## config.mk

```make
export PLATFORM = sky130hd
export DESIGN_NAME = dpcm_delta_unit_flat
export DESIGN_NICKNAME = d
export VERILOG_FILES = /design/src/rtl/apu_dpcm_pkg.sv /design/src/rtl/dpcm_delta_unit_if.sv /design/src/rtl/dpcm_rate_timer.sv /design/src/rtl/dpcm_delta_unit.sv /design/src/flat_wrapper.sv
export SDC_FILE = /design/constraint.sdc
export NUM_CORES = 1
export LEC_CHECK = 0
export ABC_AREA = 1
export CAP_MARGIN = 40
export CORE_AREA = 2 2 68 70
export DETAILED_ROUTE_END_ITERATION = 7
export DIE_AREA = 0 0 70 72
export PLACE_DENSITY = 0.74
export SETUP_SLACK_MARGIN = 0.02
export SYNTH_ARGS = -nofsm -noshare
export SYNTH_HDL_FRONTEND = slang
export SYNTH_SLANG_ARGS = --single-unit
```

## constraint.sdc

```tcl
create_clock -name CLK -period 1.86 [get_ports CLK]
set_input_delay 0.372 -clock CLK [delete_from_list [all_inputs] [get_ports CLK]]
set_output_delay 0.372 -clock CLK [all_outputs]
set_load 0.01 [all_outputs]
```

## src/rtl/apu_dpcm_pkg.sv

```systemverilog
// apu_dpcm_pkg: shared defaults and clip limit for the DPCM delta unit
package apu_dpcm_pkg;
    localparam int DEF_OUT_W = 7;
    localparam int DEF_STEP  = 2;
    localparam int DEF_BITS  = 8;
    localparam int DEF_DIV_W = 9;
    // Highest counter value that can still take a full upward step without wrapping
    function automatic int up_limit(input int out_w, input int step);
        return (1 << out_w) - 1 - step;
    endfunction
endpackage

```

## src/rtl/dpcm_delta_unit_if.sv

```systemverilog
// dpcm_delta_unit_if: control, sample handshake and output bundle of the delta unit
interface dpcm_delta_unit_if
    import apu_dpcm_pkg::*;
#(
    parameter int OUT_W = DEF_OUT_W,
    parameter int BITS  = DEF_BITS,
    parameter int DIV_W = DEF_DIV_W
) ();
    logic [DIV_W-1:0] rate_period;
    logic             load_en;
    logic [OUT_W-1:0] load_val;
    logic             smp_valid;
    logic [BITS-1:0]  smp_data;
    logic             smp_ready;
    logic [OUT_W-1:0] dout;
    logic             silence;
    logic             underflow;
    modport master (
        output rate_period, load_en, load_val, smp_valid, smp_data,
        input  smp_ready, dout, silence, underflow
    );
    modport slave (
        input  rate_period, load_en, load_val, smp_valid, smp_data,
        output smp_ready, dout, silence, underflow
    );
endinterface

```

## src/rtl/dpcm_rate_timer.sv

```systemverilog
// dpcm_rate_timer: down-counter producing one tick every (reload+1) clocks
module dpcm_rate_timer
    import apu_dpcm_pkg::*;
#(
    parameter int DIV_W = DEF_DIV_W
) (
    input  logic             CLK,
    input  logic             nRES,
    input  logic [DIV_W-1:0] i_reload,
    output logic             o_tick
);
    logic [DIV_W-1:0] r_count;
    assign o_tick = (r_count == '0);
    // Count down; at zero fire the tick and reload the period presented right now
    always_ff @(posedge CLK or negedge nRES)
        if (!nRES) r_count <= '0;
        else       r_count <= o_tick ? i_reload : r_count - 1'b1;
endmodule

```

## src/rtl/dpcm_delta_unit.sv

```systemverilog
// dpcm_delta_unit: 1-bit delta decoder with one-entry sample buffer and clipped counter
module dpcm_delta_unit
    import apu_dpcm_pkg::*;
#(
    parameter int OUT_W = DEF_OUT_W,
    parameter int STEP  = DEF_STEP,
    parameter int BITS  = DEF_BITS,
    parameter int DIV_W = DEF_DIV_W
) (
    input logic         CLK,
    input logic         nRES,
    dpcm_delta_unit_if.slave bus
);
    localparam int CNT_W  = $clog2(BITS);
    localparam int UP_LIM = up_limit(OUT_W, STEP);
    logic             w_tick, w_bit, w_cycle_end, w_take, w_up, w_dn;
    logic [OUT_W-1:0] r_dout, w_dout_next;
    logic [BITS-1:0]  r_shreg, r_buf;
    logic [CNT_W-1:0] r_bitcnt;
    logic             r_full, r_silence, r_underflow;

    dpcm_rate_timer #(.DIV_W(DIV_W)) u_timer (
        .CLK      (CLK),
        .nRES     (nRES),
        .i_reload (bus.rate_period),
        .o_tick   (w_tick)
    );

    assign w_bit       = r_shreg[0];
    assign w_cycle_end = w_tick && (r_bitcnt == '0);
    assign w_take      = bus.smp_valid && !r_full;
    assign w_up        = w_tick && !r_silence && w_bit && (int'(r_dout) <= UP_LIM);
    assign w_dn        = w_tick && !r_silence && !w_bit && (int'(r_dout) >= STEP);
    assign w_dout_next = bus.load_en ? bus.load_val :
                         w_up        ? r_dout + OUT_W'(STEP) :
                         w_dn        ? r_dout - OUT_W'(STEP) : r_dout;

    // Shifter, bit counter and silence advance on ticks; a cycle end refills from the buffer
    always_ff @(posedge CLK or negedge nRES)
        if (!nRES) begin
            r_shreg   <= '0;
            r_bitcnt  <= '0;
            r_silence <= 1'b1;
        end else if (w_tick) begin
            r_shreg  <= (w_cycle_end && r_full) ? r_buf : r_shreg >> 1;
            r_bitcnt <= w_cycle_end ? CNT_W'(BITS - 1) : r_bitcnt - 1'b1;
            if (w_cycle_end) r_silence <= !r_full;
        end

    // One-entry buffer: filled by the handshake, drained at a cycle end that finds it full
    always_ff @(posedge CLK or negedge nRES)
        if (!nRES) begin
            r_full <= 1'b0;
            r_buf  <= '0;
        end else if (w_take) begin
            r_full <= 1'b1;
            r_buf  <= bus.smp_data;
        end else if (w_cycle_end) begin
            r_full <= 1'b0;
        end

    // Output counter and the underflow pulse for cycles that start without a sample
    always_ff @(posedge CLK or negedge nRES)
        if (!nRES) begin
            r_dout      <= '0;
            r_underflow <= 1'b0;
        end else begin
            r_dout      <= w_dout_next;
            r_underflow <= w_cycle_end && !r_full;
        end

    assign bus.dout      = r_dout;
    assign bus.smp_ready = !r_full;
    assign bus.silence   = r_silence;
    assign bus.underflow = r_underflow;
endmodule

```

## src/flat_wrapper.sv

```systemverilog
// flat-port wrapper written by rule: the top's interface ports become plain ports
module dpcm_delta_unit_flat import apu_dpcm_pkg::*;
#(
    parameter int OUT_W = DEF_OUT_W,
    parameter int STEP  = DEF_STEP,
    parameter int BITS  = DEF_BITS,
    parameter int DIV_W = DEF_DIV_W
)
  (CLK, nRES, bus_rate_period, bus_load_en, bus_load_val, bus_smp_valid, bus_smp_data, bus_smp_ready, bus_dout, bus_silence, bus_underflow);
  dpcm_delta_unit_if #(.OUT_W(OUT_W), .BITS(BITS), .DIV_W(DIV_W)) bus_i ();
  input logic CLK;
  input logic nRES;
  input wire logic [$bits(bus_i.rate_period)-1:0] bus_rate_period;
  input wire logic [$bits(bus_i.load_en)-1:0] bus_load_en;
  input wire logic [$bits(bus_i.load_val)-1:0] bus_load_val;
  input wire logic [$bits(bus_i.smp_valid)-1:0] bus_smp_valid;
  input wire logic [$bits(bus_i.smp_data)-1:0] bus_smp_data;
  output wire logic [$bits(bus_i.smp_ready)-1:0] bus_smp_ready;
  output wire logic [$bits(bus_i.dout)-1:0] bus_dout;
  output wire logic [$bits(bus_i.silence)-1:0] bus_silence;
  output wire logic [$bits(bus_i.underflow)-1:0] bus_underflow;
  assign bus_i.rate_period = bus_rate_period;
  assign bus_i.load_en = bus_load_en;
  assign bus_i.load_val = bus_load_val;
  assign bus_i.smp_valid = bus_smp_valid;
  assign bus_i.smp_data = bus_smp_data;
  assign bus_smp_ready = bus_i.smp_ready;
  assign bus_dout = bus_i.dout;
  assign bus_silence = bus_i.silence;
  assign bus_underflow = bus_i.underflow;
  dpcm_delta_unit #(.OUT_W(OUT_W), .STEP(STEP), .BITS(BITS), .DIV_W(DIV_W)) u_core (.CLK(CLK), .nRES(nRES), .bus(bus_i));
endmodule
```

# [Word-level counts from Yosys, hierarchy flattened]
# Cells that the tools add are included.
[totals] output_inout_bits=10 in_bits=28 reg_bits=38
[op_classes] muxes=8 add_sub_neg=4 order_cmp=2 reduce_logical=17
[op_table] operator="7-bit 2-to-1 mux" n=3
[op_table] operator="1-bit logical AND" n=9
[op_table] operator="9-bit zero test" n=1
[op_table] operator="9-bit 2-to-1 mux" n=1
[op_table] operator="9-bit by 1-bit subtractor with 9-bit output (second input constant)" n=1
[op_table] operator="8-bit 2-to-1 mux" n=1
[op_table] operator="7-bit by 2-bit adder with 7-bit output (second input constant)" n=1
[op_table] operator="7-bit by 2-bit >= comparator with 1-bit output (second input constant)" n=1
[op_table] operator="7-bit less-or-equal comparator (second input constant)" n=1
[op_table] operator="7-bit by 2-bit subtractor with 7-bit output (second input constant)" n=1
[op_table] operator="1-bit zero test" n=3
[op_table] operator="3-bit zero test" n=1
[op_table] operator="3-bit 2-to-1 mux" n=1
[op_table] operator="3-bit nonzero test" n=1
[op_table] operator="3-bit by 1-bit subtractor with 3-bit output (second input constant)" n=1
[op_table] operator="1-bit 2-to-1 mux" n=2
[op_table] operator="2-bit AND reduction" n=1
[op_table] operator="2-bit nonzero test" n=1

# [Depth between registers and ports, before layout]
[depth] ltp_word=7 ltp_mapped=12

# [Hierarchy]
# A second synthesis with hierarchy kept.
[hier_totals] hier_cells=283 area_unflattened_um2=2222.1
[modules_own_cells] module="dpcm_delta_unit" area_per_inst_um2=1644.1 cells_per_inst=202 n_inst=1
[modules_own_cells] module="dpcm_rate_timer" area_per_inst_um2=578.1 cells_per_inst=81 n_inst=1

# [Worst setup path before layout]
# Ideal clock, no wire load.
[synth_path] path_type="reg2reg" from="register u_core.r_dout[1], in the netlist u_core.bus.dout[1]" to="register u_core.r_dout[2], in the netlist u_core.bus.dout[2]" required_time_ns=1.795 path_slack_ns=0.256 path_buffers=0 stages_incl_launch_ff=12 synth_period_minus_slack_ns=1.604 arrival_ns=1.538 path_cell_list="dfrtp_1 inv_1 ha_1 a21oi_1 nor2_2 nand2_2 nand2_4 nand2_2 nand2_2 a21oi_1 nand2_1 nand2_1"
[synth_via] elab_chain_len=4 elab_cells_between_ends=10 classes_between="2 x add/sub; 2 x order compare; 3 x mux; 3 x reduce/logical"
[synth_rtl] element="start, declared" line="dpcm_delta_unit.sv:17" text="logic [OUT_W-1:0] r_dout, w_dout_next;"
[synth_rtl] element="start signal, assigned" line="dpcm_delta_unit.sv:68" text="r_dout <= w_dout_next;"
[synth_rtl] element="7-bit by 2-bit subtractor with 7-bit output / 7-bit less-or-equal comparator (equally long branches)" line="dpcm_delta_unit.sv:36, dpcm_delta_unit.sv:32"
[synth_rtl] element="7-bit 2-to-1 mux / 1-bit logical AND (equally long branches)" line="dpcm_delta_unit.sv:36, dpcm_delta_unit.sv:32"
[synth_rtl] element="7-bit 2-to-1 mux" line="dpcm_delta_unit.sv:35" text="w_up ? r_dout + OUT_W'(STEP) :"
[synth_rtl] element="7-bit 2-to-1 mux" line="dpcm_delta_unit.sv:34" text="assign w_dout_next = bus.load_en ? bus.load_val :"
# Parallel ways exist; a longest one is shown, timed or not. The select of a mux whose other input is x is not followed.
# A chain may end at the register's enable or synchronous reset.

# [Worst setup path in the final report]
[layout_path] from="register u_core.r_full" to="output bus_smp_ready"
[layout_via] elab_chain_len=1
[layout_rtl] element="start, declared" line="dpcm_delta_unit.sv:20" text="logic r_full, r_silence, r_underflow;"
[layout_rtl] element="start signal, assigned" line="dpcm_delta_unit.sv:53" text="r_full <= 1'b0;"
[layout_rtl] element="start signal, assigned" line="dpcm_delta_unit.sv:56" text="r_full <= 1'b1;"
[layout_rtl] element="start signal, assigned" line="dpcm_delta_unit.sv:59" text="r_full <= 1'b0;"
[layout_rtl] element="1-bit zero test" line="dpcm_delta_unit.sv:73" text="assign bus.smp_ready = !r_full;"
[layout_rtl] element="end, declared" line="flat_wrapper.sv:18" text="output wire logic [$bits(bus_i.smp_ready)-1:0] bus_smp_ready;"
# Every way passes these cells.

==> metrics.csv <==
metric;value;unit
outcome;complete, no violations;
CP peak stage delay;0.54;ns
critical path fanouts, max;4;
total grt overflow;0;
busiest grt layer;met2;
clk slew on worst S/H paths;0.07;ns
Clock Latency Late Sink;0.29;ns
HP Class;in2async;
largest net degree at the start of global routing;39;
I/O Buffers;37;
Final #Nets;349;
worst vdd ir;0.511;mV
Ports;38;
clk_skew;0.00592;ns
fin crit share;94.6;%
utilization after layout;64.9;%
max_cap viols;0;
routing usage on met2;29.4;%
post-DR wirelength/cell;11.2;um
Cell variety after synth;33;
Chip Width;70;um
Final WS setup;0.100;ns
Tot GR Track Use;18.4;%
CTS hold repair buffers;0;
share of cells above drive strength 1;17.5;%
hpwl dp;3060;um
Min Clock Period, post-route;1.76;ns
Power Density;874;nW/um^2
met3 GRT Util;4.86;%
worst path required time;1.49;ns
Crit path buffers/inverters;2;
Mapped Avg Cell Area;8.25;um^2
Die Height;72;um
final hold violations;0;
M1 GR Usage;23.8;%
YS warnings;0;
Max Slew Vio Count;0;
vias per cell;4.79;
post-route insts no fill;367;
final setup fails;0;
Pre-antenna DRT Iters;4;
leakage;0.00129;uW
Routed Wire Length;4130;um
cell family with most CP delay;buffers and inverters;
Worst Setup End Kind;output port;
Core Rows;24;
async set or reset register ratio after synthesis;100;%
Antenna Nets Post-Route;0;
CTS tree;yes;
Setup Crit Path Kind;reg2out;
area grow syn2layout;25.6;%
cell area after synthesis;2200;um^2
synthesized net count;301;
Via Count;1758;
Final GP Congestion;0.849;
vias in the first global route;1681;
critical path arrival;1.39;ns
register area share after synthesis;43.2;%
number of synthesized flops with an enable pin;0;
Synth Flop Type;dfrtp_1;
Worst-Margin Slew;0.477;ns
Startpoint Class;flop;
R2R depth;11;
Num CTS Buffers;5;
Core Region;4260;um^2
global-route wire length before repair;7330;um
cell-by-cell trace of the critical path;inv_2 -> clkdlybuf4s50_1;
CTS Sinks;38;
Starting DRT DRC Count;93;
Worst slew margin;68.2;%
Fmax;568;MHz
Synth Register Bits;38;
H-tree depth;2;
CTS Buffer Depth;2;
Die Outline Area;5040;um^2
Cells after Synth;267;
initial antenna violation count;0;
Initial Util;51.7;%
CP max stage cell;clkdlybuf4s50_1;
clock root cell;clkbuf_8;
residual DRC count;0;
placed cells;354;
critical path depth in cells;2;
dpl ws;0.123;ns
n_diodes;0;
[cell usage in the layout (no fill, tap or decap), types with 2 or more instances in the layout]
cell	synthesis	final
o21ai_2	2	2
nand3_4	2	2
dfrtp_1	37	34
dfrtp_2	0	3
o21ai_1	3	3
nand2_1	84	84
nand2_2	5	5
nand3_1	10	10
xnor2_1	5	5
ha_1	6	5
nor2_2	5	5
nor2_4	2	2
a21oi_1	9	8
clkbuf_8	0	5
nor2_1	25	25
mux2_2	7	7
o21ai_0	14	14
inv_1	22	21
clkdlybuf4s50_1	0	36
a31oi_1	2	2
buf_4	2	9
xor2_1	7	7
inv_2	2	3
[registers in the layout, indices dropped and copies added, names as in the netlist]
register and flops:
u_core.r_full 1, u_core.r_buf 8, u_core.bus.underflow 1, u_core.bus.silence 1, u_core.bus.dout 7, u_core.u_timer.r_count 9, u_core.r_shreg 8, u_core.r_bitcnt 3
[cell type report]
| class | instances | area (um^2) |
|---|---|---|
| fill | 377 | 1500 |
| multi-input combinational | 198 | 1110 |
| sequential | 38 | 956 |
| timing repair buffer | 47 | 453 |
| inverter | 25 | 98.8 |
| clock buffer | 6 | 72.6 |
| tap | 52 | 65.1 |
| clock inverter | 1 | 7.51 |
[cell families (layout without fill, tap and decap cells)]
kind of cell               count (synthesis)  in the layout  share of synthesized area [%]
AOI/OAI and AO/OA                         35             35                           9.60
xor gates and xnor gates                  12             12                           4.77
adders and majority gates                  6              6                           3.41
buffers and inverters                     31             79                           6.87
DFF                                       38             38                           43.2
muxes                                      7              7                           3.58
and+or+nand+nor                          138            138                           28.6
[per-layer routing]
layer / vias up / wire length, um
met5: - / 0
met4: 0 / 46
met3: 5 / 166
met2: 30 / 2000
met1: 783 / 1920
li1: 940 / -
[final timing paths]
path	startpoint	endpoint	slack, ns
max	u_core.r_full	bus_smp_ready	0.10
min	nRES	u_core.r_bitcnt[2]	0.12
max reg2reg	u_core.u_timer.r_count[0]	u_core.bus.dout[6]	0.16
min reg2reg	u_core.u_timer.r_count[0]	u_core.u_timer.r_count[0]	0.47
max in group asynchronous	nRES	u_core.bus.dout[3]	1.38
min in group CLK	u_core.u_timer.r_count[0]	u_core.u_timer.r_count[0]	0.47
[timing repair]
action                                  4_1_cts  5_1_grt
resized for setup                             1        6
buffers inserted                              0        6
pin swaps                                     0        2
endpoints found under the setup margin        1       12
[through the flow]
stage	power [uW]	cell area, um^2	TNS [ns]	hold WS (ns)
after floorplan	1660	2200	0	0.0764
after global placement	1880	2610	0	0.447
after detailed placement	1890	2610	0	0.449
after CTS	2440	2690	0	0.127
after global routing	2610	2770	-0.00226	0.151
final	2420	2770	0	0.116
[worst register-to-register path: cells and delay by family, from the launching register on]
family / cells / cell delay [ns]
and+or+nand+nor: 6 / 0.59
adders and majority gates: 1 / 0.21
DFF: 1 / 0.37
buffers and inverters: 3 / 0.32
AOI/OAI and AO/OA: 1 / 0.16
[cell usage after synthesis, types with 2 or more instances]
cell	n	area, um^2
nand2_1	84	315
dfrtp_1	37	926
nor2_1	25	93.8
inv_1	22	82.6
o21ai_0	14	70.1
nand3_1	10	50.1
a21oi_1	9	45.0
mux2_2	7	78.8
xor2_1	7	61.3
ha_1	6	75.1
nand2_2	5	31.3
nor2_2	5	31.3
xnor2_1	5	43.8
buf_6	3	33.8
o21ai_1	3	15.0
a31oi_1	2	12.5
buf_4	2	15.0
inv_2	2	7.51
nand2_4	2	22.5
nand3_4	2	35.0
nor2_4	2	22.5
o21ai_2	2	17.5
[where the power goes]
| part | internal, uW | switching, uW |
|---|---|---|
| clock | 257 | 275 |
| combinational | 357 | 357 |
| sequential | 1010 | 159 |
Note: power is estimated with default switching activity, not from simulation.
